[config.mk]
export PLATFORM = sky130hd
export DESIGN_NAME = matrix_flit_packetiser
export DESIGN_NICKNAME = d
export VERILOG_FILES = /design/src/rtl/matrix_flit_packetiser_pkg.sv /design/src/rtl/matrix_flit_packetiser_sync_fifo.sv /design/src/rtl/matrix_flit_packetiser.sv
export SDC_FILE = /design/constraint.sdc
export NUM_CORES = 1
export LEC_CHECK = 0
export BUFFER_PORTS_ARGS = -buffer_cell sky130_fd_sc_hd__buf_2
export CORE_MARGIN = 3
export CORE_UTILIZATION = 45
export CTS_CLUSTER_SIZE = 12
export DETAILED_ROUTE_END_ITERATION = 7
export PLACE_DENSITY = 0.6
export SYNTH_ARGS = -nofsm -noshare
export SYNTH_HDL_FRONTEND = slang
export SYNTH_HIERARCHICAL = 1
export SYNTH_SLANG_ARGS = --single-unit
[constraint.sdc]
create_clock -name clk -period 3.35 [get_ports clk]
set_input_delay 0.1675 -clock clk [delete_from_list [all_inputs] [get_ports clk]]
set_output_delay 0.1675 -clock clk [all_outputs]
set_load 0.005 [all_outputs]
[src/rtl/matrix_flit_packetiser_pkg.sv]
// Shared flit format for the Hoplite matrix path: field widths, flit layout offsets and the
// injection-stage state type used by the packetiser.
package matrix_flit_packetiser_pkg;

  localparam int unsigned DEF_COORD_W = 4;
  localparam int unsigned DEF_IDX_W   = 4;
  localparam int unsigned DEF_DATA_W  = 8;
  localparam int unsigned DEF_FLIT_W  = 2*DEF_COORD_W + 2*DEF_IDX_W + DEF_DATA_W;

  // Flit layout, MSB first: {dst_x, dst_y, row, col, data}
  localparam int unsigned DATA_LSB = 0;
  localparam int unsigned COL_LSB  = DATA_LSB + DEF_DATA_W;
  localparam int unsigned ROW_LSB  = COL_LSB + DEF_IDX_W;
  localparam int unsigned Y_LSB    = ROW_LSB + DEF_IDX_W;
  localparam int unsigned X_LSB    = Y_LSB + DEF_COORD_W;

  typedef enum logic {
    OUT_IDLE = 1'b0,
    OUT_HOLD = 1'b1
  } out_state_t;

endpackage

[src/rtl/matrix_flit_packetiser_sync_fifo.sv]
// Single-clock FIFO with registered full/empty. A push while full is accepted when a pop
// frees the head slot in the same cycle.
module sync_fifo #(
  parameter int unsigned WIDTH = 8,
  parameter int unsigned DEPTH = 16
) (
  input  logic             clk,
  input  logic             reset,
  input  logic             push,
  input  logic [WIDTH-1:0] push_data,
  input  logic             pop,
  output logic [WIDTH-1:0] pop_data,
  output logic             full,
  output logic             empty
);

  localparam int unsigned AW = (DEPTH > 1) ? $clog2(DEPTH) : 1;

  logic [WIDTH-1:0] mem [DEPTH];
  logic [AW-1:0]    wr_ptr;
  logic [AW-1:0]    rd_ptr;
  logic [AW:0]      count;
  logic [AW:0]      count_next;
  logic             push_ok;
  logic             pop_ok;

  assign pop_ok   = pop && !empty;
  assign push_ok  = push && (!full || pop_ok);
  assign pop_data = mem[rd_ptr];

  always_comb begin
    count_next = count;
    if (push_ok && !pop_ok)
      count_next = count + (AW+1)'(1);
    else if (pop_ok && !push_ok)
      count_next = count - (AW+1)'(1);
  end

  always_ff @(posedge clk) begin
    if (reset) begin
      wr_ptr <= '0;
      rd_ptr <= '0;
      count  <= '0;
      full   <= 1'b0;
      empty  <= 1'b1;
    end else begin
      if (push_ok)
        wr_ptr <= wr_ptr + AW'(1);
      if (pop_ok)
        rd_ptr <= rd_ptr + AW'(1);
      count <= count_next;
      full  <= (count_next == (AW+1)'(DEPTH));
      empty <= (count_next == '0);
    end
  end

  always_ff @(posedge clk) begin
    if (push_ok)
      mem[wr_ptr] <= push_data;
  end

endmodule

[src/rtl/matrix_flit_packetiser.sv]
// Tags out_matrix element writes with {dest, row, col}, buffers them and injects them one flit
// at a time into the local Hoplite router port; pulses matrix_sent once a matrix has fully left.
module matrix_flit_packetiser
  import matrix_flit_packetiser_pkg::*;
#(
  parameter int unsigned COORD_W    = DEF_COORD_W,
  parameter int unsigned IDX_W      = DEF_IDX_W,
  parameter int unsigned DATA_W     = DEF_DATA_W,
  parameter int unsigned FIFO_DEPTH = 16
) (
  input  logic                                 clk,
  input  logic                                 reset,
  input  logic [DATA_W-1:0]                    in_elem,
  input  logic                                 in_elem_en,
  input  logic                                 in_end_row,
  input  logic                                 in_end,
  input  logic [2*COORD_W-1:0]                 in_position,
  input  logic                                 in_position_en,
  output logic [2*COORD_W+2*IDX_W+DATA_W-1:0]  flit_out,
  output logic                                 flit_out_valid,
  input  logic                                 flit_out_ready,
  output logic                                 fifo_full,
  output logic                                 overflow,
  output logic                                 matrix_sent
);

  localparam int unsigned FW = 2*COORD_W + 2*IDX_W + DATA_W;

  out_state_t           state;
  logic [2*COORD_W-1:0] dest;
  logic [IDX_W-1:0]     row;
  logic [IDX_W-1:0]     col;
  logic                 end_pending;
  logic [FW-1:0]        push_data;
  logic [FW-1:0]        head;
  logic                 fifo_empty;
  logic                 pop;
  logic                 slot_free;

  assign push_data = {dest, row, col, in_elem};

  // The output register can take a new flit when it is empty or its flit is accepted now.
  assign slot_free   = (state == OUT_IDLE) || flit_out_ready;
  assign pop         = !fifo_empty && slot_free;
  assign matrix_sent = end_pending && fifo_empty && slot_free;

  sync_fifo #(
    .WIDTH (FW),
    .DEPTH (FIFO_DEPTH)
  ) u_fifo (
    .clk       (clk),
    .reset     (reset),
    .push      (in_elem_en),
    .push_data (push_data),
    .pop       (pop),
    .pop_data  (head),
    .full      (fifo_full),
    .empty     (fifo_empty)
  );

  always_ff @(posedge clk) begin
    if (reset) begin
      dest        <= '0;
      row         <= '0;
      col         <= '0;
      end_pending <= 1'b0;
      overflow    <= 1'b0;
    end else begin
      if (in_position_en)
        dest <= in_position;

      if (in_end) begin
        row <= '0;
        col <= '0;
      end else if (in_end_row) begin
        row <= row + IDX_W'(1);
        col <= '0;
      end else if (in_elem_en) begin
        col <= col + IDX_W'(1);
      end

      if (in_elem_en && fifo_full && !pop)
        overflow <= 1'b1;

      if (in_end)
        end_pending <= 1'b1;
      else if (matrix_sent)
        end_pending <= 1'b0;
    end
  end

  always_ff @(posedge clk) begin
    if (reset) begin
      state          <= OUT_IDLE;
      flit_out       <= '0;
      flit_out_valid <= 1'b0;
    end else begin
      case (state)
        OUT_IDLE: begin
          if (pop) begin
            flit_out       <= head;
            flit_out_valid <= 1'b1;
            state          <= OUT_HOLD;
          end
        end
        OUT_HOLD: begin
          if (flit_out_ready) begin
            if (pop) begin
              flit_out <= head;
            end else begin
              flit_out_valid <= 1'b0;
              state          <= OUT_IDLE;
            end
          end
        end
        default: begin
          flit_out_valid <= 1'b0;
          state          <= OUT_IDLE;
        end
      endcase
    end
  end

endmodule

==> key figures <==
STA
  – Worst slew pin tran: approximately 1.2 ns
  – Setup TNS: 0 ns
  – Setup violators final: 0
  – Setup Skew: roughly 0.015 ns
  – Slew Limit Fails: 0
  – Final hold vios: 0
  – RSZ-0062 raised after global routing: no
  – Fin crit share: 0.713
  – Maximum clock rate: 0.419 GHz
  – Final Critical Period: 2.39 ns
  – Max-slew headroom: 0.226
  – Worst Slack Setup Final: 0.961 ns

Worst setup path
  – CP cell instances: nand2b_1 -> nor2b_4 -> nand2b_1 -> a21oi_1 -> buf_4 -> nand2_1 -> nor2_1 -> and2_1 -> buf_12
  – Slowest-stage cell, CP: and2_1
  – Crit path largest cell delay: 0.40 ns
  – Worst endpoint required time: between 3 and 4 ns
  – Highest net fanout along the worst path: 20
  – CP startpoint kind: flip-flop
  – CP Capture Type: flip-flop
  – RR Startpoint: state
  – Crit path kind: reg2reg
  – Worst Setup SP: state
  – Critical path arrival: between 2 and 3 ns
  – Most Frequent Cell on Critical Path: nand2b_1

Layout
  – ANT cells: 0
  – Layout cell share with drive strength beyond 1: 0.286
  – Final core utilization: 0.535
  – Fin cells: between 1000 and 1500
  – # nets final: ~980
  – Area Overhead vs Synth: 15.8%

Routing
  – Vias: 8156
  – Total Wirelength: 35800 um
  – Antenna Violating Nets Remaining: 0
  – Via-to-Cell Ratio: 5.49
  – Wirelength per Cell: ~24 um
  – Iteration-0 DRC Markers: 580
  – DR pass1 iterations: 4
  – Number of remaining DRC errors: 0

Run
  – Max_cap viols: 0

Synthesis
  – Post-synthesis register bit count: about 450
  – Most numerous cell in the Yosys netlist: edfxtp_1
  – Post-synthesis sequential area ratio: 0.745
  – EDFF count, synth: roughly 380
  – Post-synth cell types: 44
  – Syn Nets: 861
  – Cells after Synth: slightly above 800
  – YS warnings: 6
  – Synth Flop Type: edfxtp_1
  – Async SR Flop Fraction: 0
  – Synth cell count leaders: edfxtp_1 (384), mux4_2 (120), dfxtp_1 (63), nand2_1 (55), mux2i_1 (36)
  – Synth area leaders: edfxtp_1 (67%), mux4_2 (16%), dfxtp_1 (7.3%)
  – Area leader, netlist: edfxtp_1
  – Yosys top cell area share: 0.672
  – Area of the mapped netlist: 17200 um2
  – Synthesized area per cell: 20.7 um2

Clock network
  – Sink count of the clock tree: 447
  – Clock buffer depth: 3
  – Num CTS Buffers: 47
  – Setup Fix Bufs, Post-CTS: 0
  – Hold-fix buffer count after cts: 20
  – Htree depth: 2
  – Clk root buf: clkbuf_16
  – Clock transition at path regs: roughly 0.060 ns
  – TritonCTS clock tree: done
  – Clock Latency Late Sink: between 0.5 and 0.6 ns
  – Post-cts sizing count: 0

Hold path
  – HP Start: in_elem[4]
  – Hold Path Class: in2reg

Place
  – RePlAce Congestion: roughly 0.73
  – DP Wirelength: roughly 20000 um
  – PortBufs: 50
  – DP Worst Slack: between 0.9 and 1 ns
  – Cells after DPL: between 1000 and 1500

Floorplanning
  – Top Ports: 51
  – Die area: 40500 um2
  – Starting Density: 0.462
  – Die height: 201 um
  – Core area: roughly 37000 um2
  – Core Rows: 70
  – Die X: 201 um

GRT
  – Initial antenna violation count: 0
  – Largest net degree at the start of global routing: 87
  – Total GRT Usage: 0.180
  – Vias in the first global route: 8451
  – Global-route wire length before repair: 54700 um
  – Overflow after GRT: 0

Power
  – P_leak: 6.50 nW
  – Pwr/cell area: 613 nW/um2
  – Worst vdd ir: 0.379 mV
  – Total power: 12.2 mW

Run status
  – Outcome: completed
==> cell families after synthesis <==
kind of cell,after synthesis,share of synthesized area
fa+ha+maj,9,0.00656
mux,156,0.178
compound gates,17,0.00692
xor+xnor,15,0.00765
simple gates,132,0.0367
buf+inv,53,0.0186
flops,447,0.745
==> routing by layer <==
metal | vias to the layer above | share of wire | track usage
met2 | 188 | 0.51 | 0.302
met3 | 36 | 0.045 | 0.0259
met1 | 4329 | 0.44 | 0.257
met4 | 0 | 0.013 | 0.0374
met5 | - | 0 | 0
li1 | 3603 | - | -
==> cell usage in the layout (no fill, tap or decap), types with 9 or more instances in the layout <==
cell and n:
xor2_1 10, buf_12 11, mux4_2 120, buf_4 32
dfxtp_1 60, ha_1 9, nor2_1 33, mux2i_1 36
clkbuf_16 48, buf_2 50, nand2_1 55, clkbuf_1 16
edfxtp_1 384, dlygate4sd3_1 20
==> worst max-delay path, delay by kind of cell (launching register included) <==
kind / cells / cell delay (ns)
simple gates: 6 / 1.02
compound gates: 1 / 0.22
flops: 1 / 0.32
buf+inv: 2 / 0.50
==> worst paths after layout <==
| path | end | slack (ns) | cells after the start |
|---|---|---|---|
| worst max-delay path | u_fifo/mem[5][4] | 0.96 | 9 |
| worst min-delay path | u_fifo/mem[2][4] | 0.02 | 1 |
| worst max register to register | u_fifo/mem[5][4] | 0.96 | 9 |
| worst min register to register | flit_out[9] | 0.45 | 2 |
==> cell type report <==
| type | instances | area (um2) |
|---|---|---|
| sequential | 447 | 12800 |
| multi-input combinational | 329 | 4080 |
| clock inverter | 16 | 114 |
| timing repair buffer | 113 | 911 |
| fill | 2922 | 17300 |
| tap | 504 | 631 |
| clock buffer | 68 | 1320 |
| inverter | 8 | 30.0 |
==> through the flow <==
| stage | instance area [um2] | hold WS (ns) |
|---|---|---|
| after floorplan | 17200 | 0.239 |
| after global placement | 18300 | 0.377 |
| after detailed placement | 18300 | 0.387 |
| after CTS | 19900 | 0.00290 |
| after global routing | 19900 | 0.00629 |
| final | 19900 | 0.0198 |
==> power by group <==
group          total (mW)  switching, mW  leakage (nW)  internal, mW
Combinational        1.08          0.485          1.81         0.595
Sequential           6.33          0.150          3.99          6.18
Clock                4.79           1.99         0.697          2.80
Total                12.2           2.62          6.50          9.57
==> state kept, by name (all words and copies together), names as in the netlist, named ones only <==
register	count
dest	8
col	4
flit_out_valid	1
overflow	1
u_fifo/full	1
u_fifo/count	5
row	4
u_fifo/rd_ptr	4
end_pending	1
u_fifo/empty	1
flit_out	24
u_fifo/mem	384
state	1
u_fifo/wr_ptr	4
Note: power is estimated with default switching activity, not from simulation.
